**config.mk**
```make
export PLATFORM = sky130hd
export DESIGN_NAME = ifetch_queue
export DESIGN_NICKNAME = d
export VERILOG_FILES = /design/src/rtl/ifetch_queue.sv
export SDC_FILE = /design/constraint.sdc
export NUM_CORES = 1
export LEC_CHECK = 0
export ABC_AREA = 1
export CAP_MARGIN = 25
export CORE_MARGIN = 2
export CORE_UTILIZATION = 25
export CTS_CLUSTER_DIAMETER = 30
export DETAILED_ROUTE_END_ITERATION = 6
export GPL_ROUTABILITY_DRIVEN = 0
export GPL_TIMING_DRIVEN = 0
export PLACE_DENSITY_LB_ADDON = 0.2
export SYNTH_ARGS = -nofsm -noshare
export SYNTH_HDL_FRONTEND = slang
export SYNTH_SLANG_ARGS = --single-unit
```
**constraint.sdc**
```tcl
create_clock -name CLK -period 9.3 [get_ports CLK]
set_input_delay 1.86 -clock CLK [delete_from_list [all_inputs] [get_ports CLK]]
set_output_delay 1.86 -clock CLK [all_outputs]
set_load 0.02 [all_outputs]
```
**src/rtl/ifetch_queue.sv**
```systemverilog
// Instruction fetch queue: credit-limited sequential fetch, in-order response FIFO, redirect flush.
// Optional macro IFQ_BYPASS_EN: an empty-FIFO response is presented to the core in the same cycle.
module ifetch_queue #(
  parameter int                    DATA_WIDTH = 32,
  parameter int                    DEPTH      = 4,
  parameter logic [DATA_WIDTH-1:0] RESET_PC   = '0
) (
  input  logic                  CLK,
  input  logic                  RST,
  output logic                  imem_req_valid,
  input  logic                  imem_req_ready,
  output logic [DATA_WIDTH-1:0] imem_req_addr,
  input  logic                  imem_rsp_valid,
  input  logic [DATA_WIDTH-1:0] imem_rsp_data,
  input  logic                  redirect_valid,
  input  logic [DATA_WIDTH-1:0] redirect_pc,
  output logic                  out_valid,
  input  logic                  out_ready,
  output logic [DATA_WIDTH-1:0] out_instr,
  output logic [DATA_WIDTH-1:0] out_pc
);
  localparam int AW = $clog2(DEPTH);
  localparam int CW = AW + 1;

  logic [DATA_WIDTH-1:0] fetch_pc, rsp_pc, redir_pc;
  logic [DATA_WIDTH-1:0] mem_instr [DEPTH];
  logic [DATA_WIDTH-1:0] mem_pc    [DEPTH];
  logic [AW-1:0]         wr_ptr, rd_ptr;
  logic [CW-1:0]         count, outstanding, drop, rsp_cnt;
  logic [CW:0]           inflight;
  logic                  req_fire, rsp_take, push, pop, bypass, head_vld;

  assign redir_pc = redirect_pc & ~DATA_WIDTH'(3);
  assign inflight = {1'b0, outstanding} + {1'b0, count};
  assign rsp_cnt  = CW'(imem_rsp_valid);

  assign imem_req_valid = !RST && !redirect_valid && (inflight < (CW+1)'(DEPTH));
  assign imem_req_addr  = fetch_pc;
  assign req_fire       = imem_req_valid && imem_req_ready;

`ifdef IFQ_BYPASS_EN
  assign bypass = (count == '0) && (drop == '0) && imem_rsp_valid && !redirect_valid;
`else
  assign bypass = 1'b0;
`endif

  // A taken response is delivered to the core: either pushed, or consumed directly via bypass.
  assign rsp_take = imem_rsp_valid && !redirect_valid && (drop == '0);
  assign push     = rsp_take && !(bypass && out_ready);
  assign head_vld = (count != '0);
  assign pop      = head_vld && out_ready && !redirect_valid;

  assign out_valid = head_vld || bypass;
  assign out_instr = head_vld ? mem_instr[rd_ptr] : (bypass ? imem_rsp_data : '0);
  assign out_pc    = head_vld ? mem_pc[rd_ptr]    : (bypass ? rsp_pc        : '0);

  always_ff @(posedge CLK) begin
    if (push) begin
      mem_instr[wr_ptr] <= imem_rsp_data;
      mem_pc[wr_ptr]    <= rsp_pc;
    end
  end

  always_ff @(posedge CLK) begin
    if (RST) begin
      fetch_pc    <= RESET_PC;
      rsp_pc      <= RESET_PC;
      wr_ptr      <= '0;
      rd_ptr      <= '0;
      count       <= '0;
      outstanding <= '0;
      drop        <= '0;
    end else if (redirect_valid) begin
      // outstanding is kept; the stale responses still in flight are eaten through drop.
      fetch_pc    <= redir_pc;
      rsp_pc      <= redir_pc;
      wr_ptr      <= '0;
      rd_ptr      <= '0;
      count       <= '0;
      outstanding <= outstanding - rsp_cnt;
      drop        <= outstanding - rsp_cnt;
    end else begin
      if (req_fire) fetch_pc <= fetch_pc + DATA_WIDTH'(4);
      if (rsp_take) rsp_pc <= rsp_pc + DATA_WIDTH'(4);
      if (imem_rsp_valid && (drop != '0)) drop <= drop - CW'(1);
      if (push) wr_ptr <= wr_ptr + AW'(1);
      if (pop)  rd_ptr <= rd_ptr + AW'(1);
      outstanding <= outstanding + CW'(req_fire) - rsp_cnt;
      count       <= count + CW'(push) - CW'(pop);
    end
  end
endmodule

```
Word-level counts from Yosys, hierarchy flattened
Memory sizes are Yosys's and may differ from the RTL's. A register that Yosys moved wholly into a read port is not among the register bits.
Cells that the tools add are included.
{"block": "op_classes", "add_sub_neg": 11, "n_mul": 0, "n_div": 0, "n_lt_le_gt_ge": 1, "eq_ne": 0, "shift": 0, "mux": 15, "bitwise": 0, "n_reduce_logical": 17}
{"cell": "32-bit 2-to-1 mux", "n": 6}
{"cell": "32-bit by 3-bit adder with 32-bit output (second input constant)", "n": 2}
{"cell": "3-bit 2-to-1 mux", "n": 3}
{"cell": "3-bit by 1-bit subtractor with 3-bit output", "n": 3}
{"cell": "1-bit logical AND", "n": 8}
{"cell": "2-bit 2-to-1 mux", "n": 4}
{"cell": "3-bit by 1-bit adder with 3-bit output", "n": 2}
{"cell": "2-bit nonzero test", "n": 3}
{"cell": "3-bit nonzero test", "n": 2}
{"cell": "2-bit by 1-bit adder with 2-bit output (second input constant)", "n": 2}
{"cell": "3-bit by 3-bit adder with 4-bit output", "n": 1}
{"cell": "4-bit by 3-bit < comparator with 1-bit output (second input constant)", "n": 1}
{"cell": "3-bit logical NOT", "n": 1}
{"cell": "3-bit by 1-bit subtractor with 3-bit output (second input constant)", "n": 1}
{"cell": "1-bit logical NOT", "n": 2}
{"cell": "1-bit 2-to-1 mux", "n": 2}
{"cell": "2-bit OR reduction", "n": 1}
{"block": "totals", "regBits": 77, "latchBits": 0, "mem_bits_rw": 256, "mem_bits_ro": 0, "input_bits": 70, "output_inout_bits": 98, "elab_cells": 55, "mem_count": 2}
{"memory": "mem_instr", "depth": 4, "width": 32, "read_ports": 1, "rd_clocked_by_memory_dff": 1, "write_ports": 1, "line_no": "26", "text": "logic [DATA_WIDTH-1:0] mem_instr [DEPTH];"}
{"memory": "mem_pc", "depth": 4, "width": 32, "read_ports": 1, "rd_clocked_by_memory_dff": 1, "write_ports": 1, "line_no": "27", "text": "logic [DATA_WIDTH-1:0] mem_pc [DEPTH];"}

Depth between registers and ports, before layout
{"block": "logic_depth", "depth_word": 7, "depth_mapped": 15, "depth_no_buf": 14}

Least setup slack after synthesis
No wires, ideal clock.
{"block": "synth_timing", "kind": "input to register", "start": "input port redirect_valid", "end": "memory mem_instr[0][0] (enable)", "setup_time_ns": 0.482, "t_arrival_ns": 4.883, "required_ns": 8.818, "slack_ns": 3.935, "path_stages": 4, "path_buffers": 1, "path_cell_list": "buf_6 > inv_2 > nand2_2 > nor2_1"}
{"block": "synth_between", "elab_chain_cells": 5}
{"item": "start: declaration", "line_no": "15", "text": "input logic redirect_valid,"}
{"item": "1-bit logical NOT", "line_no": "48", "text": "assign rsp_take = imem_rsp_valid && !redirect_valid && (drop == '0);"}
{"item": "1-bit logical AND (2 in a row)", "line_no": "48"}
{"item": "1-bit 2-to-1 mux", "line_no": "58", "text": "if (push) begin"}
{"item": "1-bit 2-to-1 mux (implied by the code)", "line_no": "59", "text": "mem_instr[wr_ptr] <= imem_rsp_data;"}
{"item": "end: declaration", "line_no": "26"}
No other way between the ends.

Worst setup path after layout
{"block": "layout_timing", "start": "input port RST", "end": "output port imem_req_valid"}
{"block": "layout_between", "elab_chain_cells": 3}
{"item": "start: declaration", "line_no": "9", "text": "input logic RST,"}
{"item": "1-bit logical NOT", "line_no": "37", "text": "assign imem_req_valid = !RST && !redirect_valid && (inflight < (CW+1)'(DEPTH));"}
{"item": "1-bit logical AND (2 in a row)", "line_no": "37"}
{"item": "end: declaration", "line_no": "10", "text": "output logic imem_req_valid,"}
No other way between the ends.

==> insert_results.sql <==
INSERT INTO impl_metrics (metric_group, metric, value, unit) VALUES
('timing', 'skew', '0.0324', 'ns'),
('worst_hold_path', 'hold_path_class', 'reg2reg', ''),
('yosys', 'dominantRegCellSynth', 'sky130_fd_sc_hd__edfxtp_1', ''),
('cells_and_area', 'fill_cells', '5892', ''),
('cts', 'clock-sinks', '323', ''),
('cells_and_area', 'sequential_cell_area', '8950', 'µm²'),
('timing', 'hold_ws', '0.469', 'ns'),
('floorplan', 'initial_utilization', '25.3', '%'),
('worst_setup_path', 'worstPathRequired', '7.44', 'ns'),
('floorplan', 'ioPinCount', '168', ''),
('outcome', 'outcome', 'finished clean', ''),
('cts', 'post_cts_resized', '0', ''),
('cells_and_area', 'layout.nets', '1928', ''),
('yosys', 'yosysTopAreaCellShare', '50.8', '%'),
('placed_design', 'dp_hpwl', '31900', 'µm'),
('drt', 'routed-via-count', '12000', ''),
('timing', 'slew_violations', '0', ''),
('timing', 'timing.setup.tns', '0', 'ns'),
('cts', 'cts_made_buffers', '86', ''),
('cells_and_area', 'post_route_cells_drive_above_1_share', '10.5', '%'),
('global_route', 'number_of_antenna_violations_at_the_first_check_in_global_routing', '0', ''),
('yosys', 'yosysWarnings', '0', ''),
('cells_and_area', 'antennaDiodeCount', '0', ''),
('timing', 'worst_slew_pin_slew', '0.843', 'ns'),
('timing', 'report.final.setup_viol', '0', ''),
('floorplan', 'chipWidth', '246', 'µm'),
('power', 'leakage', '7.32', 'nW'),
('global_route', 'grt_pass1_wl', '70500', 'µm'),
('global_route', 'grtUsageTotal', '15.4', '%'),
('worst_setup_path', 'start_kind', 'input pin', ''),
('placed_design', 'port-buffer-count', '160', ''),
('flow_run', 'maxcap_viol_count', '0', ''),
('cts', 'clkTransAtPathRegs', '0.05', 'ns'),
('cts', 'cts_post_setup_buffers_inserted', '0', ''),
('cells_and_area', 'flow.area_growth_from_synthesis', '38.1', '%'),
('drt', 'detail_route.wirelength', '46900', 'µm'),
('yosys', 'async_flop_share', '0', '%'),
('yosys', 'seq_area_frac_synth', '61.1', '%'),
('timing', 'rsz0062_at_grt', 'false', ''),
('global_route', 'grt_overflow', '0', ''),
('yosys', 'ys_top_cells_by_count', '357 x sky130_fd_sc_hd__nor2_1, 248 x sky130_fd_sc_hd__edfxtp_1, 226 x sky130_fd_sc_hd__nand2_1, 172 x sky130_fd_sc_hd__o21ai_0, 123 x sky130_fd_sc_hd__a21oi_1', ''),
('yosys', 'synth.avg_cell_area', '9.27', 'µm²'),
('drt', 'drc', '0', ''),
('drt', 'detail_route.vias_per_cell', '4.50', ''),
('cts', 'cts_hold_buffers', '0', ''),
('cts', 'clock_insertion_delay_worst_skew', '0.62', 'ns'),
('global_route', 'first_global_vias', '12100', ''),
('drt', 'drt_iter0_markers', '940', ''),
('drt', 'drt_pass1_iterations', '5', ''),
('yosys', 'synthesis.area', '14600', 'µm²'),
('yosys', 'synthesis.instances', '1580', ''),
('cts', 'clock_tree_from_tritoncts', 'built', ''),
('cells_and_area', 'post-route-cell-area', '20200', 'µm²'),
('worst_setup_path', 'critical_path_arrival', '3.53', 'ns'),
('floorplan', 'std_cell_rows', '88', ''),
('yosys', 'synth.area.top_cells', 'sky130_fd_sc_hd__edfxtp_1 51%, sky130_fd_sc_hd__dfxtp_1 10%, sky130_fd_sc_hd__nor2_1 9.1%', ''),
('yosys', 'yosys.cell_count.top_type', 'sky130_fd_sc_hd__nor2_1', ''),
('timing', 'fmax', '186', 'MHz'),
('timing', 'timing_hold_violations_final', '0', ''),
('floorplan', 'floorplan.die_area', '60500', 'µm²'),
('yosys', 'yosysUniqueCellTypes', '41', ''),
('cts', 'cts_htree_levels', '3', ''),
('yosys', 'synth_edf_count', '248', ''),
('power', 'p_total', '4.78', 'mW'),
('power', 'power_per_cell_area', '236', 'nW/µm²'),
('timing', 'maxSlewHeadroom', '43.7', '%'),
('placed_design', 'post_dp_cell_area', '17400', 'µm²'),
('global_route', 'grt_max_degree', '29', ''),
('timing', 'final_period_minus_worst_setup_slack', '5.39', 'ns'),
('yosys', 'netlist.top_cell.by_area', 'sky130_fd_sc_hd__edfxtp_1', ''),
('drt', 'ant_nets', '0', '');
[worst max-delay path: stages]
cell and delay [ns]:
sky130_fd_sc_hd__clkdlybuf4s50_1 0.52, sky130_fd_sc_hd__nor2_8 0.26, sky130_fd_sc_hd__nand2_2 0.10, sky130_fd_sc_hd__nor2_4 0.15
sky130_fd_sc_hd__clkdlybuf4s50_1 0.64
[per-layer routing]
layer | wire length (µm) | up-vias | track usage (%)
met5 | 0 | - | 0
met4 | 1060 | 0 | 4.85
met3 | 2940 | 83 | 3.76
met2 | 21800 | 329 | 25.1
met1 | 21100 | 5733 | 19.9
li1 | - | 5882 | -
[sequential cells by signal (all words and copies together), names as in the netlist, named ones only]
signal         count
count              3
drop               3
imem_req_addr     30
mem_instr        128
mem_pc           120
outstanding        3
rd_ptr             2
rsp_pc            30
wr_ptr             2
[cells in the final DEF, fill, tap and decap left out, drive strengths merged, types with 3 or more instances in the layout]
cell type,n
nor2,366
edfxtp,248
nand2,233
o21ai,184
clkdlybuf4s50,160
clkbuf,150
inv,128
a21oi,124
nand3,94
dfxtp,75
clkinv,36
buf,36
ha,16
clkinvlp,7
xor2,6
a31oi,6
bufinv,6
nand3b,4
conb,4
nor3,4
and2,3
nand4,3
o211ai,3
o21bai,3
[stage by stage]
| stage | setup WS [ns] | utilization, % | instances |
|---|---|---|---|
| 6_report | 3.91 | 35.0 | 2675 |
| 4_1_cts | 3.88 | 35.0 | 2675 |
| 3_5_place_dp | 3.89 | 30.1 | 2517 |
| 3_3_place_gp | 0.538 | 29.8 | 2508 |
| 2_1_floorplan | 3.93 | - | 1583 |
| 5_1_grt | 3.85 | 35.0 | 2675 |
[layout make-up]
| cell class | count | area share [%] |
|---|---|---|
| plain buffers | 74 | 1.72 |
| well taps | 765 | 4.73 |
| inverters | 122 | 2.27 |
| multi-input cells | 1064 | 24.4 |
| repair buffers | 169 | 8.76 |
| flip-flops and latches | 323 | 44.2 |
| clock inverters | 55 | 2.73 |
| clock buffers | 103 | 11.2 |
[report_power, final]
part           switching [mW]  total [mW]  internal (mW)
Combinational           0.189       0.311          0.123
Sequential             0.0478        1.66           1.61
Clock                   0.918        2.81           1.90
[logic make-up (layout without fill, tap and decap cells)]
group,after synthesis,after routing,synth area share (%)
AOI/OAI and AO/OA,324,324,11.3
xor gates and xnor gates,8,8,0.478
adders and majority gates,18,18,1.64
buffers and inverters,196,523,5.51
DFF,323,323,61.1
other,1,4,0.0256
and+or+nand+nor,710,710,19.9
[worst paths after layout]
| path | slack, ns | cells past startpoint | to | start |
|---|---|---|---|---|
| worst min register to register | 0.47 | 1 | rd_ptr[0] | rd_ptr[0] |
| worst max register to register | 6.40 | 15 | outstanding[2] | outstanding[2] |
| worst max-delay path | 3.91 | 5 | imem_req_valid | RST |
| worst min-delay path | 0.47 | 1 | rd_ptr[0] | rd_ptr[0] |
Note: power is estimated with default switching activity, not from simulation.
